==> src/rtl/ib_lut_ctrl_pkg.sv <==
// Purpose: shared types and default geometry for the IB-DNU LUT update controller.
// Latency: n/a (declarations only).
// Backpressure: n/a.
package ib_lut_ctrl_pkg;

  // Default LUT geometry; the top exposes these as overridable parameters.
  localparam int DEF_ENTRY_ADDR      = 7;
  localparam int DEF_MULTI_FRAME_NUM = 2;
  localparam int DEF_BANK_NUM        = 2;
  localparam int DEF_LUT_PORT_SIZE   = 1;
  localparam int DEF_PAGE_NUM        = 64;

  // Derived widths for the default geometry.
  localparam int PAGE_ADDR_W = DEF_ENTRY_ADDR - 1;
  localparam int LUT_WORD_W  = DEF_LUT_PORT_SIZE * DEF_BANK_NUM;

  typedef enum logic [1:0] {
    ST_IDLE      = 2'd0,
    ST_LOAD      = 2'd1,
    ST_WAIT_SWAP = 2'd2
  } upd_state_e;

endpackage

==> src/rtl/ib_lut_page_cnt.sv <==
// Purpose: wrapping page counter for the LUT image load (clear, increment, last flag).
// Latency: count updates 1 cycle after clr/inc; last is combinational from the count.
// Backpressure: none; the caller gates inc with the accepted-beat strobe.
//
// Ports:
//   clk, rst   - clock, asynchronous active-high reset
//   clr        - force the count to 0 (wins over inc)
//   inc        - advance by one, wrapping to 0 after PAGE_NUM-1
//   cnt        - current page index
//   last       - cnt == PAGE_NUM-1
module ib_lut_page_cnt #(
  parameter int W        = 6,
  parameter int PAGE_NUM = 64
) (
  input  logic         clk,
  input  logic         rst,
  input  logic         clr,
  input  logic         inc,
  output logic [W-1:0] cnt,
  output logic         last
);

  logic [W-1:0] cnt_q;
  logic [W-1:0] cnt_d;

  assign last = (cnt_q == W'(PAGE_NUM - 1));
  assign cnt  = cnt_q;

  always_comb begin
    cnt_d = cnt_q;
    if (clr) begin
      cnt_d = '0;
    end else if (inc) begin
      // PAGE_NUM need not be a power of two, so wrap explicitly.
      cnt_d = last ? '0 : cnt_q + 1'b1;
    end
  end

  always_ff @(posedge clk or posedge rst) begin
    if (rst) begin
      cnt_q <= '0;
    end else begin
      cnt_q <= cnt_d;
    end
  end

endmodule

==> src/rtl/ib_dnu_lut_update_ctrl.sv <==
// Purpose: streams one LUT image into the frame the decoder is not reading, then flips
//          read_addr_offset at the next iteration boundary (ping-pong LUT reconfiguration).
// Latency: accepted beat -> RAM write exactly 1 cycle; boundary -> swap/update_done 1 cycle.
// Backpressure: lut_ready is high only in LOAD; outside LOAD no beats are taken.
//
// Ports:
//   write_clk, rst       - sole clock, asynchronous active-high reset
//   update_start         - request a new image load (ignored with busy_err while busy)
//   update_abort         - cancel a load in progress (also vetoes a same-cycle start)
//   iter_boundary        - decoder end-of-iteration pulse; only acted on in WAIT_SWAP
//   lut_valid/lut_ready  - page handshake; lut_data upper half is bank0
//   page_addr_ram        - {write frame, page index}
//   ram_write_data_1     - registered page data
//   ib_ram_we            - RAM write enable
//   read_addr_offset     - active read frame
//   busy, update_done, busy_err - status
module ib_dnu_lut_update_ctrl
  import ib_lut_ctrl_pkg::*;
#(
  parameter int ENTRY_ADDR      = DEF_ENTRY_ADDR,
  parameter int MULTI_FRAME_NUM = DEF_MULTI_FRAME_NUM,
  parameter int BANK_NUM        = DEF_BANK_NUM,
  parameter int LUT_PORT_SIZE   = DEF_LUT_PORT_SIZE,
  parameter int PAGE_NUM        = DEF_PAGE_NUM
) (
  input  logic                              write_clk,
  input  logic                              rst,
  input  logic                              update_start,
  input  logic                              update_abort,
  input  logic                              iter_boundary,
  input  logic                              lut_valid,
  input  logic [LUT_PORT_SIZE*BANK_NUM-1:0] lut_data,
  output logic                              lut_ready,
  output logic [ENTRY_ADDR-1:0]             page_addr_ram,
  output logic [LUT_PORT_SIZE*BANK_NUM-1:0] ram_write_data_1,
  output logic                              ib_ram_we,
  output logic                              read_addr_offset,
  output logic                              busy,
  output logic                              update_done,
  output logic                              busy_err
);

  localparam int PAW = ENTRY_ADDR - 1;
  localparam int LW  = LUT_PORT_SIZE * BANK_NUM;

  // The frame offset is a single address bit, so only ping-pong is supported.
  if (MULTI_FRAME_NUM != 2) begin : g_bad_frames
    $error("ib_dnu_lut_update_ctrl supports exactly 2 LUT frames");
  end
  if (PAGE_NUM > (1 << PAW)) begin : g_bad_pages
    $error("PAGE_NUM does not fit in the page address field");
  end

  upd_state_e           state_q, state_d;
  logic                 wr_off_q, wr_off_d;
  logic                 we_q, we_d;
  logic [ENTRY_ADDR-1:0] addr_q, addr_d;
  logic [LW-1:0]        data_q, data_d;
  logic                 rd_off_q, rd_off_d;
  logic                 done_q, done_d;
  logic                 err_q, err_d;

  logic                 cnt_clr;
  logic                 cnt_inc;
  logic [PAW-1:0]       cnt;
  logic                 cnt_last;
  logic                 accept;

  ib_lut_page_cnt #(
    .W        (PAW),
    .PAGE_NUM (PAGE_NUM)
  ) u_page_cnt (
    .clk  (write_clk),
    .rst  (rst),
    .clr  (cnt_clr),
    .inc  (cnt_inc),
    .cnt  (cnt),
    .last (cnt_last)
  );

  assign lut_ready = (state_q == ST_LOAD);
  assign busy      = (state_q != ST_IDLE);
  assign accept    = lut_valid & lut_ready;

  always_comb begin
    state_d  = state_q;
    wr_off_d = wr_off_q;
    we_d     = 1'b0;
    addr_d   = addr_q;
    data_d   = data_q;
    rd_off_d = rd_off_q;
    done_d   = 1'b0;
    err_d    = 1'b0;
    cnt_clr  = 1'b0;
    cnt_inc  = 1'b0;

    unique case (state_q)
      ST_IDLE: begin
        // Abort vetoes a coincident start.
        if (update_start && !update_abort) begin
          wr_off_d = ~rd_off_q;
          cnt_clr  = 1'b1;
          state_d  = ST_LOAD;
        end
      end

      ST_LOAD: begin
        err_d = update_start;
        if (update_abort) begin
          // Any beat handshaked this cycle is dropped: no write, no count.
          state_d = ST_IDLE;
        end else if (accept) begin
          we_d    = 1'b1;
          addr_d  = {wr_off_q, cnt};
          data_d  = lut_data;
          cnt_inc = 1'b1;
          // A boundary coinciding with the last accept is ignored here, so the
          // swap always waits for a later boundary after the final write lands.
          if (cnt_last) begin
            state_d = ST_WAIT_SWAP;
          end
        end
      end

      ST_WAIT_SWAP: begin
        err_d = update_start;
        if (update_abort) begin
          state_d = ST_IDLE;
        end else if (iter_boundary) begin
          rd_off_d = ~rd_off_q;
          done_d   = 1'b1;
          state_d  = ST_IDLE;
        end
      end

      default: begin
        state_d = ST_IDLE;
      end
    endcase
  end

  always_ff @(posedge write_clk or posedge rst) begin
    if (rst) begin
      state_q  <= ST_IDLE;
      wr_off_q <= 1'b0;
      we_q     <= 1'b0;
      addr_q   <= '0;
      data_q   <= '0;
      rd_off_q <= 1'b0;
      done_q   <= 1'b0;
      err_q    <= 1'b0;
    end else begin
      state_q  <= state_d;
      wr_off_q <= wr_off_d;
      we_q     <= we_d;
      addr_q   <= addr_d;
      data_q   <= data_d;
      rd_off_q <= rd_off_d;
      done_q   <= done_d;
      err_q    <= err_d;
    end
  end

  assign page_addr_ram    = addr_q;
  assign ram_write_data_1 = data_q;
  assign ib_ram_we        = we_q;
  assign read_addr_offset = rd_off_q;
  assign update_done      = done_q;
  assign busy_err         = err_q;

endmodule
==> config.mk <==
export PLATFORM = sky130hd
export DESIGN_NAME = ib_dnu_lut_update_ctrl
export DESIGN_NICKNAME = d
export VERILOG_FILES = /design/src/rtl/ib_lut_ctrl_pkg.sv /design/src/rtl/ib_lut_page_cnt.sv /design/src/rtl/ib_dnu_lut_update_ctrl.sv
export SDC_FILE = /design/constraint.sdc
export NUM_CORES = 1
export LEC_CHECK = 0
export ABC_AREA = 0
export CAP_MARGIN = 20
export CORE_MARGIN = 4
export CORE_UTILIZATION = 30
export CTS_CLUSTER_SIZE = 20
export DETAILED_ROUTE_END_ITERATION = 8
export GPL_ROUTABILITY_DRIVEN = 1
export MAX_ROUTING_LAYER = met4
export PLACE_DENSITY_LB_ADDON = 0.1
export SLEW_MARGIN = 0
export SYNTH_ARGS = -nofsm -noshare
export SYNTH_HDL_FRONTEND = slang
export SYNTH_HIERARCHICAL = 1
export SYNTH_SLANG_ARGS = --single-unit
export TNS_END_PERCENT = 10
==> constraint.sdc <==
create_clock -name write_clk -period 2.4 [get_ports write_clk]
set_clock_uncertainty 0.1 [all_clocks]
set_input_delay 0.48 -clock write_clk [delete_from_list [all_inputs] [get_ports write_clk]]
set_output_delay 0.48 -clock write_clk [all_outputs]
set_load 0.01 [all_outputs]
==> summary.md <==
| Metric | Value |
|---|---|
| Worst hold-check path type | `input pin to asynchronous set/reset pin` |
| Period utilization | `0.954` |
| Max-slew violations | `0` |
| Core box area | `between 3000 and 4000 um^2` |
| Residual DRC | `0` |
| Slew headroom | `0.590` |
| GRT Overall Usage | `0.106` |
| Total Power | `1.40 mW` |
| Synth Cell Area | `roughly 1000 um^2` |
| Synth top area cells | `dfrtp_1 53%, mux2_2 11%, ha_1 6.0%, xor2_1 2.5%, inv_1 2.2%` |
| DP HPWL | `1550 um` |
| VDD IR max | `0.336 mV` |
| DIE HEIGHT | `66.9 um` |
| Drt via density | `approximately 4.6` |
| FMAX | `0.437 GHz` |
| Crit-path cells | `inv_1 > ha_1 > clkdlybuf4s50_1` |
| Inserted Clock Buffers | `3` |
| Root Driver | `clkbuf_4` |
| Cell taking the most area after synthesis | `dfrtp_1` |
| Final worst slack | `0.111 ns` |
| RSZ-0062 raised after global routing | `no` |
| Gr ovfl total | `0` |
| Postcts setup bufs | `0` |
| Worst setup SP type | `flip-flop` |
| Area growth from synthesis to layout | `31.7%` |
| First-pass GRT wire length | `roughly 3500 um` |
| GR peak layer | `met2` |
| DRT iter0 DRCs | `16` |
| Initial antenna violation count | `0` |
| Worst Tran Pin Value | `0.614 ns` |
| Power density over the cells | `1020 nW/um^2` |
| Final antenna-violating net count | `0` |
| Post-synthesis cell type count | `27` |
| #FFs+latches synth | `22` |
| Seq/Total Area, Yosys | `0.529` |
| Sink Count | `22` |
| Diode count | `0` |
| Clk buf depth | `2` |
| Routed wire length | `around 2000 um` |
| Non-Filler Instances | `159` |
| Clk Latency, worst-skew pair | `0.31 ns` |
| Layout cell share with drive strength beyond 1 | `0.177` |
| Grt met3 use | `0.0202` |
| Vias in the first global route | `roughly 780` |
| Die width | `66.9 um` |
| Routability cong. | `0.718` |
| GR Layer Usage met2 | `0.177` |
| Worst hold margin | `slightly above 0.3 ns` |
| Port Buf Inserts | `22` |
| Synth top area share | `0.529` |
| Avg Inst Size Synth | `12.0 um^2` |
| Synth Warn # | `6` |
| Crit path capture type | `output port` |
| Hold_buf cts | `0` |
| Post-CTS sizing | `0` |
| Pre-CTS worst setup slack | `0.206 ns` |
| Fin crit period | `2.29 ns` |
| Worst Path Max Fanout | `4` |
| CTS tree | `done` |
| CP required | `1.82 ns` |
| Filler instances | `355` |
| CP max stage delay | `0.58 ns` |
| Die area | `~4500 um^2` |
| Largest net degree at the start of global routing | `17` |
| Met1 Use GR | `0.129` |
| Arr. time, crit path | `between 1.5 and 2 ns` |
| Setup violators final | `0` |
| Placed Cells incl. Taps | `155` |
| CTS clk-pin slew, worst paths | `0.13 ns` |
| Number of I/O pins | `23` |
| CP Class | `flip-flop to output port` |
| Setup tns final | `0 ns` |
| H-tree depth | `1` |
| Vias | `730` |
| CP max stage cell | `clkdlybuf4s50_1` |
| Final #Nets | `roughly 130` |
| Rows | `21` |
| Status | `finished, final reports clean` |
| Max cap viols | `0` |
| Wire per inst | `between 10 and 15 um` |
| DR pass1 iterations | `4` |
| Leakage power | `0.618 nW` |
| Gate Count Post-Synth | `87` |
| Hold Vio Cnt, Final | `0` |
| Synthesized net count | `100` |
| Initial core utilization | `0.312` |
-- registers in the layout, indices dropped and copies added (netlist names) --
signal / count
page_addr_ram: 7
state_q: 2
u_page_cnt/cnt: 6
busy_err: 1
wr_off_q: 1
update_done: 1
ram_write_data_1: 2
ib_ram_we: 1
read_addr_offset: 1
-- report_power, final --
group	switching (mW)	leakage (nW)	internal, mW
combinational	0.231	0.304	0.307
clock	0.120	0.0279	0.169
sequential	0.0873	0.285	0.482
total	0.439	0.618	0.958
-- placed cells by master, fill, tap and decap left out, types with 2 or more instances in the layout --
cell type,count
dfrtp_1,22
o21ai_0,3
mux2_2,10
inv_1,6
nor2_1,5
nor2b_1,2
nand4_1,3
clkbuf_4,3
nand2b_1,2
clkdlybuf4s50_1,22
a21oi_1,4
nand2_1,5
mux2i_1,2
nand3_1,2
ha_1,5
xor2_1,3
-- path summary, 6_finish.rpt --
kind	to	slack, ns	cells after the start	start
max in group asynchronous	wr_off_q	1.34	2	rst
worst min-delay path	u_page_cnt/cnt[2]	0.31	2	rst
worst min register to register	read_addr_offset	0.40	1	read_addr_offset
worst max-delay path	lut_ready	0.11	3	state_q[1]
min in group write_clk	read_addr_offset	0.40	1	read_addr_offset
worst max register to register	u_page_cnt/cnt[3]	0.45	8	state_q[1]
-- worst max-delay path: cells and delay by family (launching register included) --
| kind | cells | cell delay [ns] |
|---|---|---|
| DFF | 1 | 0.42 |
| buffers and inverters | 2 | 0.71 |
| adders and majority gates | 1 | 0.28 |
-- cells in the mapped netlist --
library cell / count
and2_1: 1
nor2_1: 5
nor2b_1: 2
nand3_1: 2
nand3b_1: 1
or3b_4: 1
o21ai_0: 3
nand3_4: 1
a2bb2oi_1: 1
dfrtp_1: 22
o21ai_2: 1
mux2i_1: 2
a21oi_1: 4
buf_4: 1
mux2_2: 10
nor2b_2: 1
o221ai_2: 1
nand2b_1: 2
inv_1: 6
ha_1: 5
o211ai_1: 1
or3_1: 1
nand2_1: 5
and3_1: 1
nand4_1: 3
xor2_1: 3
and3b_1: 1
-- layout make-up --
| class | instances | area (um^2) | share of cell area |
|---|---|---|---|
| clock buffer | 3 | 22.5 | 0.0164 |
| clock inverter | 1 | 30.0 | 0.0219 |
| inverter | 6 | 22.5 | 0.0164 |
| multi-input combinational | 58 | 460 | 0.336 |
| sequential | 22 | 551 | 0.401 |
| tap | 46 | 57.6 | 0.0420 |
| timing repair buffer | 23 | 228 | 0.166 |
-- per-stage QoR --
step | util | area, um^2
after CTS | 0.411 | 1370
after global placement | 0.395 | 1320
after global routing | 0.411 | 1370
final | 0.411 | 1370
after detailed placement | 0.395 | 1320
after floorplan | - | 1040
-- kinds of logic after synthesis --
family	Yosys count	share of synthesized area
multiplexers	12	0.127
adder cells (fa/ha/maj)	5	0.0601
AND/OR/NAND/NOR	27	0.157
flip-flops	22	0.529
XOR/XNOR	3	0.0252
buffers and inverters	7	0.0288
AO/OA/AOI/OAI	11	0.0721
-- layer usage --
metal / share of wire / wire length (um)
met1: 0.46 / 950
met2: 0.49 / 1000
met3: 0.044 / 90
met4: 0.0073 / 15
met5: 0 / 0
(Power assumes the default switching activity.)
